$ cat src/rtl/clock_divider_pkg.sv
// Shared clocking helpers: counter width sizing and frequency-to-divisor conversion.
// Instantiators can write DIV as clk_pkg::div_for_hz(1_000) instead of a raw cycle count.
package clk_pkg;

    localparam longint SYS_CLK_HZ = 100_000_000;

    // A one-bit counter is still needed when the modulus is 1 or 2.
    function automatic int clog2_min1(input longint n);
        return (n <= 2) ? 1 : $clog2(n);
    endfunction

    function automatic int div_for_hz(input longint hz);
        return int'(SYS_CLK_HZ / hz);
    endfunction

endpackage

$ cat src/rtl/clock_divider_if.sv
// Divided-clock output bundle: square wave plus one-cycle strobe per period.
interface clock_divider_if;
    logic o_clk;
    logic o_tick;

    modport master (output o_clk, output o_tick);
    modport slave  (input  o_clk, input  o_tick);
endinterface

$ cat src/rtl/clock_divider_mod_counter.sv
// Wrapping modulo-MOD counter with synchronous active-high reset.
// o_wrap flags the terminal count MOD-1, so the next edge returns to zero.
module mod_counter #(
    parameter int MOD = 2,
    parameter int W   = 1
) (
    input  logic         i_clk,
    input  logic         i_rst,
    output logic [W-1:0] o_cnt,
    output logic         o_wrap
);

    localparam logic [W-1:0] LAST = W'(MOD - 1);

    assign o_wrap = (o_cnt == LAST);

    always_ff @(posedge i_clk) begin
        if (i_rst) begin
            o_cnt <= '0;
        end else if (o_wrap) begin
            o_cnt <= '0;
        end else begin
            o_cnt <= o_cnt + W'(1);
        end
    end

endmodule

$ cat src/rtl/clock_divider.sv
// Fixed-ratio clock divider: registered square wave of period DIV and a strobe on its rising edge.
// Both outputs come straight from flops, so they are glitch-free.
module clock_divider
    import clk_pkg::*;
#(
    parameter int DIV = 100_000
) (
    input  logic            i_clk,
    input  logic            i_rst,
    clock_divider_if.master bus
);

    localparam int CNT_W = clog2_min1(DIV);
    // (DIV+1)/2 written so it cannot overflow at DIV = 2^31-1.
    localparam logic [CNT_W-1:0] HIGH = CNT_W'((DIV / 2) + (DIV % 2));

    if (DIV < 2) begin : g_bad_div
        $error("clock_divider: DIV must be at least 2");
    end

    logic [CNT_W-1:0] cnt_p0;
    logic             unused_wrap_p0;
    logic             clk_p1;
    logic             tick_p1;

    mod_counter #(
        .MOD (DIV),
        .W   (CNT_W)
    ) u_cnt (
        .i_clk  (i_clk),
        .i_rst  (i_rst),
        .o_cnt  (cnt_p0),
        .o_wrap (unused_wrap_p0)
    );

    // p0 -> p1: compare the phase count into the output flops
    always_ff @(posedge i_clk) begin
        if (i_rst) begin
            clk_p1  <= 1'b0;
            tick_p1 <= 1'b0;
        end else begin
            clk_p1  <= (cnt_p0 < HIGH);
            tick_p1 <= (cnt_p0 == '0);
        end
    end

    assign bus.o_clk  = clk_p1;
    assign bus.o_tick = tick_p1;

endmodule

$ cat src/flat_wrapper.sv
// flat-port wrapper written by rule: the top's interface ports become plain ports
module clock_divider_flat import clk_pkg::*;
#(
    parameter int DIV = 100_000
)
  (i_clk, i_rst, bus_o_clk, bus_o_tick);
  clock_divider_if bus_i ();
  input  logic i_clk;
  input  logic i_rst;
  output wire logic [$bits(bus_i.o_clk)-1:0] bus_o_clk;
  output wire logic [$bits(bus_i.o_tick)-1:0] bus_o_tick;
  assign bus_o_clk = bus_i.o_clk;
  assign bus_o_tick = bus_i.o_tick;
  clock_divider #(.DIV(DIV)) u_core (.i_clk(i_clk), .i_rst(i_rst), .bus(bus_i));
endmodule
$ cat config.mk
export PLATFORM = sky130hd
export DESIGN_NAME = clock_divider_flat
export DESIGN_NICKNAME = d
export VERILOG_FILES = /design/src/rtl/clock_divider_pkg.sv /design/src/rtl/clock_divider_if.sv /design/src/rtl/clock_divider_mod_counter.sv /design/src/rtl/clock_divider.sv /design/src/flat_wrapper.sv
export SDC_FILE = /design/constraint.sdc
export NUM_CORES = 1
export LEC_CHECK = 0
export CAP_MARGIN = 40
export CORE_MARGIN = 2
export CORE_UTILIZATION = 55
export CTS_BUF_LIST = sky130_fd_sc_hd__clkbuf_4 sky130_fd_sc_hd__clkbuf_8
export DETAILED_ROUTE_END_ITERATION = 16
export PLACE_DENSITY = 0.87
export SETUP_SLACK_MARGIN = 0.3
export SLEW_MARGIN = 20
export SYNTH_ARGS = -nofsm -noshare
export SYNTH_HDL_FRONTEND = slang
export SYNTH_SLANG_ARGS = --single-unit
$ cat constraint.sdc
create_clock -name i_clk -period 1.5 [get_ports i_clk]
set_input_delay 0.45 -clock i_clk [delete_from_list [all_inputs] [get_ports i_clk]]
set_output_delay 0.45 -clock i_clk [all_outputs]
set_load 0.01 [all_outputs]
==> results of run 1 <==
[cell type report]
type,count,share of cell area
multi-input cells,78,0.481
flip-flops and latches,19,0.295
repair buffers,30,0.172
clock buffers,4,0.0214
inverters,6,0.0160
well taps,16,0.0142
[flip-flops by register name, summed over array words and instances, names as in the netlist]
register / cells
u_core.bus.o_tick: 1
u_core.bus.o_clk: 1
u_core.u_cnt.o_cnt: 17
[logic make-up (layout without fill, tap and decap cells)]
logic type / after synthesis / count (layout) / share of synthesized area
compound gates: 6 / 6 / 0.0498
simple gates: 56 / 56 / 0.310
flops: 19 / 19 / 0.420
fa+ha+maj: 2 / 2 / 0.0277
xor+xnor: 14 / 14 / 0.136
buf+inv: 10 / 40 / 0.0567
[repair_timing]
item | in CTS | in global routing
cloned | 0 | 0
setup buffers | 18 | 2
pin swaps | 16 | 1
setup endpoints to repair | 19 | 20
hold buffers | 0 | 0
resized for setup | 35 | 20
[worst min path at each step]
stage                                                   to  cells after the start
after global routing           u_core.bus.o_clk$_SDFF_PP0_                      1
after floorplan           u_core.u_cnt.o_cnt[0]$_SDFF_PP0_                      1
after detailed placement  u_core.u_cnt.o_cnt[0]$_SDFF_PP0_                      1
after global placement    u_core.u_cnt.o_cnt[0]$_SDFF_PP0_                      1
final                          u_core.bus.o_clk$_SDFF_PP0_                      1
after CTS                      u_core.bus.o_clk$_SDFF_PP0_                      1
[metrics by stage]
stage               setup WS, ps   util  total power [mW]  setup TNS, ps
finish                     -77.9  0.923             0.909           -214
global route                -101  0.923             0.939           -368
CTS                         79.4  0.869             0.875              0
detailed placement         -46.7  0.686             0.598          -46.7
global placement            90.9  0.686             0.595              0
floorplan                   89.0      -             0.576              0
[routing by layer]
layer,global-route usage,share of wire
met4,0.170,0.073
met3,0.0531,0.092
met2,0.519,0.46
met1,0.402,0.37
met5,0,0
[cells in the final DEF, fill, tap and decap left out, types with 2 or more instances in the layout]
cell type  synthesis  final
dfxtp_2            0      4
xnor2_1           12     11
nor4_4             0      5
nor2_1            23     12
buf_2              2      2
buf_6              1      3
dfxtp_4            0      8
buf_4              1     23
clkbuf_4           0      4
nand3_1            5      5
xor2_1             2      2
nor3_1             4      3
inv_1              6      6
dfxtp_1           19      7
nor2_4             0      4
nand4_1            6      6
nor4_2             0      2
nor2_2             0      7
nand2_1            5      4
nand3_4            0      2
[power groups by stage]
stage	combinational (mW)	sequential, mW	clock (mW)
2_1_floorplan	0.0369	0.539	0
3_3_place_gp	0.0578	0.538	0
3_5_place_dp	0.0597	0.538	0
4_1_cts	0.0838	0.513	0.278
5_1_grt	0.117	0.515	0.307
6_report	0.112	0.513	0.284
==> impl_metrics.toml, run 1 <==
[place]
placed_cells = 129
port-buffer-count = 3
place_congestion = 0.856
placed_area_um2 = 1050
place_hpwl_um = 1340

[timing]
whs_ps = 512
final.setup.worst_slack_ps = -77.9
period_minus_slack_ps = 1580
skew_ps = 2.15
setup_viol = 10
hold_viol_final = 0
drv_slew = 0
timing.fmax_mhz = 634
fin_crit_sh = 1.05
rsz0062_at_grt = "true"
slew_headroom = 0.665
max_slew.worst_pin.slew_ps = 499

[critical_path]
cp.required_ps = 1700
setup.worst_path.start_class = "register"
worst_path_largest_cell_delay_ps = 410
endpoint = "u_core.u_cnt.o_cnt[9]$_SDFF_PP0_"
cp-startpoint = "u_core.u_cnt.o_cnt[5]$_SDFF_PP0_"
cp.depth = 5
cp_max_fo = 4
crit_type = "reg -> reg"
crit_buf_inv = 1
r2r_setup_slack_ps = -80
r2r_cells = 5
cp.arrival_ps = 1780
r2r_start = "u_core.u_cnt.o_cnt[5]$_SDFF_PP0_"
cp_slowest_cell = "dfxtp_4"
cp_cell_sequence = "buf_4 -> nand4_1 -> nor3_1 -> xnor2_1 -> nor2_1"
worstSetupEndpointType = "register"
path_delay_family = "simple AND/OR/NAND/NOR gates"
r2r_end = "u_core.u_cnt.o_cnt[9]$_SDFF_PP0_"

[synthesis]
yosysSeqAreaShare = 0.420
yosys.area.top_type_share = 0.420
yosysWarnings = 0
synth_common_cells = "nor2_1 (23), dfxtp_1 (19), xnor2_1 (12), nor4_1 (8)"
synth_most_common_cell = "nor2_1"
synth_area_um2 = 905
async_flop_share = 0
yosysTopAreaCell = "dfxtp_1"
synth-edff-count = 0
ys_seq_elements = 19
synth_area_per_cell_um2 = 8.45
synth_area_leaders = "dfxtp_1 (42%), xnor2_1 (12%), nor2_1 (9.5%)"
synth_ff_type = "dfxtp_1"
synth_cells = 107
syn_nets = 111
synth_cell_types = 24

[power_and_ir_drop]
p_switching_uw = 231
clkPwrFrac = 0.313
swShare = 0.254
seqPwrFrac = 0.565
p_comb_frac = 0.123
cellLeakagePower_nw = 0.530
vdd_drop_max_uv = 664
power_per_cell_area_nw_per_um2 = 647
intPower_uw = 679

[finish]
drive_above_1_share = 0.533
nets = 142
multi_input_area_um2 = 677
n_antenna_cell = 0
finalNonFillerCells = 153
area_delta_synth_final_pct = 55.5
nFillCells = 43
regArea_um2 = 415
fin_area_um2 = 1410

[global_route]
grt_usage = 0.320
grt_pass1_wl_um = 4470
grt_overflow = 0
grt_pass1_vias = 913
grt_max_degree = 11
antenna_found_initial = 0

[min_path]
hold_path.class = "reg -> reg"
hold_path_startpoint = "u_core.u_cnt.o_cnt[16]$_SDFF_PP0_"

[clock_network]
cts_made_buffers = 3
path_clk_slew_ps = 110
cts_buffer_depth = 2
cts-root-buf = "clkbuf_4"
insertion_delay_ps = 300
tritoncts = "done"
ctsHtreeMaxLevel = 1
clock-sinks = 19

[drt]
vias_per_cell = 6.52
vias = 997
drtIter0Drc = 84
ant_nets = 0
post-route-drc-count = 0
wl_per_cell_um = 22.7
first_pass_iters = 4
drt_wl_total_um = 3480

[die]
io_pins = 4
die_w_um = 44.6
coreArea_um2 = 1520
die_h_um = 44.6
die-area_um2 = 1990
initial_core_util = 0.594
num_rows = 14

[status]
violations = "setup timing"
status = "finished, violations left"

[flow_run]
cap_viol_max_count = 0
(Power assumes the default switching activity.)
==> inputs of run 2 (changes only) <==
--- a/config.mk
+++ b/config.mk
@@ -12,6 +12,7 @@
 export DETAILED_ROUTE_END_ITERATION = 16
 export PLACE_DENSITY = 0.87
 export SETUP_SLACK_MARGIN = 0.3
+export SKIP_CTS_REPAIR_TIMING = 1
 export SLEW_MARGIN = 20
 export SYNTH_ARGS = -nofsm -noshare
 export SYNTH_HDL_FRONTEND = slang
==> run 2 against run 1 <==
Compared with the run above:
- the run still ends with setup timing left
- worst hold slack got worse by 11 ps
- register-to-register slack improved by 40 ps
- non-clock buffer count fell by 16
- critical endpoint is now u_core.u_cnt.o_cnt[15]$_SDFF_PP0_
==> impl_metrics.toml, run 2 (synthesis gave the netlist of run 1 again) <==
[drt]
wl_per_cell_um = 18.6
vias_per_cell = 6.36
drtIter0Drc = 38
drt_wl_total_um = 2550
first_pass_iters = 5
post-route-drc-count = 0
ant_nets = 0
vias = 872

[finish]
final_common_cell = "nor2_1"
multi_input_area_um2 = 644
nFillCells = 81
largest-register = "u_core.u_cnt.o_cnt"
nets = 126
regArea_um2 = 412
largest_reg_flops = 17
area_delta_synth_final_pct = 38.2
drive_above_1_share = 0.438
final_cell_mix = "nor2_1 (13), xnor2_1 (11), nor2_2 (9)"
n_antenna_cell = 0

[critical_path]
cp_max_fo = 6
worst_path_largest_cell_delay_ps = 430
worstSetupEndpointType = "register"
r2r_end = "u_core.u_cnt.o_cnt[15]$_SDFF_PP0_"
crit_type = "reg -> reg"
r2r_setup_slack_ps = -40
r2r_start = "u_core.u_cnt.o_cnt[0]$_SDFF_PP0_"
setup.worst_path.start_class = "register"
cp_slowest_cell = "or4_1"
r2r_cells = 4
cp.arrival_ps = 1780
cp.required_ps = 1740
cp_cell_sequence = "nand2_4 -> or3_1 -> or4_1 -> a21oi_1"

[die]
io_pins = 4
die_w_um = 44.6
num_rows = 14
die-area_um2 = 1990
die_h_um = 44.6
initial_core_util = 0.594
coreArea_um2 = 1520

[global_route]
grt_pass1_wl_um = 2980
antenna_found_initial = 0
grt_max_degree = 11
grt_pass1_vias = 651
grt_usage = 0.212
grt_overflow = 0

[min_path]
hold_path.class = "reg -> reg"
hold_path_end = "u_core.u_cnt.o_cnt[0]$_SDFF_PP0_"
hold_path_startpoint = "u_core.u_cnt.o_cnt[0]$_SDFF_PP0_"
hold_path_depth = 1

[flow_run]
cap_viol_max_count = 0

[clock_network]
cts-root-buf = "clkbuf_4"
cts_made_buffers = 3
tritoncts = "done"
cts_buffer_depth = 2
ctsHtreeMaxLevel = 1
clock-sinks = 19
path_clk_slew_ps = 110
insertion_delay_ps = 300

[timing]
timing.fmax_mhz = 648
drv_slew = 0
rsz0062_at_grt = "true"
fin_crit_sh = 1.03
hold_viol_final = 0
setup_viol = 2
slew_headroom = 0.741
max_slew.worst_pin.slew_ps = 388
period_minus_slack_ps = 1540
final.setup.worst_slack_ps = -42.6
skew_ps = 7.72

[power_and_ir_drop]
power_per_cell_area_nw_per_um2 = 702
vdd_drop_max_uv = 580
power_uw = 877
cellLeakagePower_nw = 0.455

[status]
violations = "setup timing"
status = "finished, violations left"

[place]
pre_cts_ws_ps = -46.7
place_hpwl_um = 1340
port-buffer-count = 3
place_congestion = 0.856
==> run 2: cell types whose count changed in the layout (fill, tap and decap cells not counted), sizes merged <==
cell          change
dlymetal6s2s      +1
buf              -17
==> run 2: layer usage <==
layer,wire length (um),part of all wire,track usage
met5,0,0,0
met4,62,0.024,0.109
met3,207,0.081,0.0490
met2,1230,0.48,0.316
met1,1050,0.41,0.283
==> run 2: area by class of cell <==
type	instances	area share
multi-input cells	78	0.516
repair buffers	14	0.0971
clock buffers	4	0.0240
flip-flops and latches	19	0.329
well taps	16	0.0160
inverters	6	0.0180
==> run 2: through the flow <==
step | area, um2 | instances | util | hold slack [ps] | setup TNS (ps)
after floorplan | 988 | 107 | - | 437 | 0
after global placement | 1050 | 129 | 0.686 | 447 | 0
after detailed placement | 1050 | 129 | 0.686 | 465 | -46.7
after CTS | 1080 | 133 | 0.706 | 481 | -267
after global routing | 1250 | 137 | 0.820 | 512 | -136
final | 1250 | 137 | 0.820 | 502 | -57.0
==> run 2: how the worst max path moves through the flow <==
stage | start | endpoint | slack (ps)
6_report | u_core.u_cnt.o_cnt[0]$_SDFF_PP0_ | u_core.u_cnt.o_cnt[15]$_SDFF_PP0_ | -40
2_1_floorplan | u_core.u_cnt.o_cnt[5]$_SDFF_PP0_ | u_core.u_cnt.o_cnt[15]$_SDFF_PP0_ | 90
5_1_grt | u_core.u_cnt.o_cnt[10]$_SDFF_PP0_ | u_core.u_cnt.o_cnt[15]$_SDFF_PP0_ | -100
3_5_place_dp | u_core.u_cnt.o_cnt[8]$_SDFF_PP0_ | u_core.u_cnt.o_cnt[13]$_SDFF_PP0_ | -50
3_3_place_gp | u_core.u_cnt.o_cnt[3]$_SDFF_PP0_ | u_core.u_cnt.o_cnt[15]$_SDFF_PP0_ | 90
4_1_cts | u_core.bus.o_clk$_SDFF_PP0_ | bus_o_clk | -100
==> run 2: where the power goes <==
group	total [mW]	switching, mW	internal [mW]	leakage [nW]
Sequential	0.523	0.0143	0.509	0.162
Clock	0.284	0.162	0.122	0.0184
Combinational	0.0704	0.0364	0.0340	0.274
==> run 2: worst max-delay path, delay by kind of cell (launching register included) <==
kind / cells / cell delay (ps)
flops: 1 / 420
compound gates: 1 / 140
simple gates: 3 / 910
==> RTL change: new RTL, config.mk and constraints of run 1 <==
Make the reset (`i_rst`) asynchronous in 2 clocked blocks. Comments in the files are not updated.
--- a/src/rtl/clock_divider_mod_counter.sv
+++ b/src/rtl/clock_divider_mod_counter.sv
@@ -14,7 +14,7 @@
 
     assign o_wrap = (o_cnt == LAST);
 
-    always_ff @(posedge i_clk) begin
+    always_ff @(posedge i_clk or posedge i_rst) begin
         if (i_rst) begin
             o_cnt <= '0;
         end else if (o_wrap) begin
--- a/src/rtl/clock_divider.sv
+++ b/src/rtl/clock_divider.sv
@@ -34,7 +34,7 @@
     );
 
     // p0 -> p1: compare the phase count into the output flops
-    always_ff @(posedge i_clk) begin
+    always_ff @(posedge i_clk or posedge i_rst) begin
         if (i_rst) begin
             clk_p1  <= 1'b0;
             tick_p1 <= 1'b0;
Function: differs if i_rst is asserted again (counterexample within 4 cycles, from zero or initial values and one cycle with i_rst high); with i_rst held inactive, the same outputs for 10 cycles.
==> RTL change against run 1 <==
The run still ends with setup timing left; sequential cell count stayed put; area after synthesis grew 7.1%; worst setup slack gained 0.071 ns; die area increased by 6.4%; routed wire length down 31%; design area decreased by 5.8%; non-clock buffer count decreased by 3.
Power is not compared: it rests on default switching activity, and its combinational part moved more than twofold at a synthesized area within 25%.
==> RTL change: results (changes against run 1) <==
| Metric | Value |
|---|---|
| Pre-CTS setup slack | `-0.0279 ns (+0.0188 ns)` |
| CTS Buf Count | `3 (unchanged)` |
| Vias per cell | `5.98 (-8.3%)` |
| Fin Hold WS | `0.457 ns (-0.0556 ns)` |
| Async set or reset register ratio after synthesis | `1.00 (+1.00)` |
| Multi-input logic area | `561 µm² (-17%)` |
| Seq area share | `0.359 (+0.0635)` |
| Setup crit end | `u_core.u_cnt.o_cnt[16]` |
| Non-CTS buffers | `27 (-10%)` |
| WL per Instance | `17.5 µm (-23%)` |
| #MultiIn Comb | `64 (-18%)` |
| Layout cells sized above 1 | `0.471 (-0.0623)` |
| Vias in the first global route | `852 (-6.7%)` |
| DR iter-0 viols | `20 (-76%)` |
| DRT Wirelength | `2.39 mm (-31%)` |
| Fillers | `94 (+120%)` |
| NonClk Buf Share | `0.165 (-0.00646)` |
| Failing checks | `setup timing` |
| Hold crit path type | `input pin to asynchronous set/reset pin` |
| Hpwl dp | `1.51 mm (+12%)` |
| Clock buf/inv share | `0.0227 (+0.00131)` |
| Nets | `124 (-13%)` |
| CP max-delay cell | `dfrtp_1` |
| CP arrival | `1.75 ns (-0.03 ns)` |
| First-pass GRT wire length | `3.84 mm (-14%)` |
| Setup bufs post-CTS | `5 (-13)` |
| Status | `complete, but fails checks` |
| Clock tree sinks | `19 (unchanged)` |
| Synth unique cells | `30 (+25%)` |
| All-Layer GR Usage | `0.261 (-0.0585)` |
| Skew final | `0.00411 ns (+0.00196 ns)` |
| Final WS setup | `-0.00727 ns (+0.0706 ns)` |
| Sequential area share after synthesis | `0.491 (+0.0705)` |
| Post-Place Cells | `125 (-3.1%)` |
| # setup viols final | `1 (-9)` |
| Worst relative slew slack | `0.828 (+0.164)` |
| Fin util | `0.784 (-0.138)` |
| Post-synth net total | `98 (-12%)` |
| Worst Setup SP | `u_core.u_cnt.o_cnt[1]` |
| GPL Wtd Cong | `0.841 (-1.7%)` |
| Commonest cells post-synth | `dfrtp_1 (19), nand3_1 (8), nor2_1 (8), xor2_1 (7), xnor2_1 (6)` |
| Setup TNS Final | `-0.00727 ns (+0.206 ns)` |
| Number of non-clock inverters | `5 (-1)` |
| Post_cts resized | `23 (-34%)` |
| Largest net degree at the start of global routing | `20 (+9)` |
| Syn avg cell area | `10.3 µm² (+22%)` |
| Dpl cell area | `1120 µm² (+7.1%)` |
-- RTL change: cell types whose count changed in the layout (fill, tap and decap cells not counted), sizes merged, moves of 2 or more --
cell	delta
xnor2	-6
nor4	-4
dfxtp	-19
xor2	+5
nor2	-15
nor3	-2
and4	+2
buf	-3
dfrtp	+19
-- RTL change: metal layers --
layer | track usage | share of wire | vias to the layer above
met5 | 0 | 0 | -
met4 | 0.166 | 0.045 | 0
met3 | 0.0397 | 0.049 | 17
met2 | 0.414 | 0.51 | 44
met1 | 0.328 | 0.40 | 379
li1 | - | - | 373
-- RTL change: logic make-up after synthesis --
logic type               share of synthesized area
AND/OR/NAND/NOR                              0.255
flip-flops                                   0.491
XOR/XNOR                                     0.118
buffers and inverters                       0.0620
AO/OA/AOI/OAI                               0.0491
adder cells (fa/ha/maj)                     0.0258
-- RTL change: worst reg2reg max path, cell delays in order (launching register included) --
cell	delay, ns
dfrtp_1	0.40
ha_2	0.21
and4_4	0.26
nand4_1	0.12
or3_1	0.34
a21oi_2	0.12
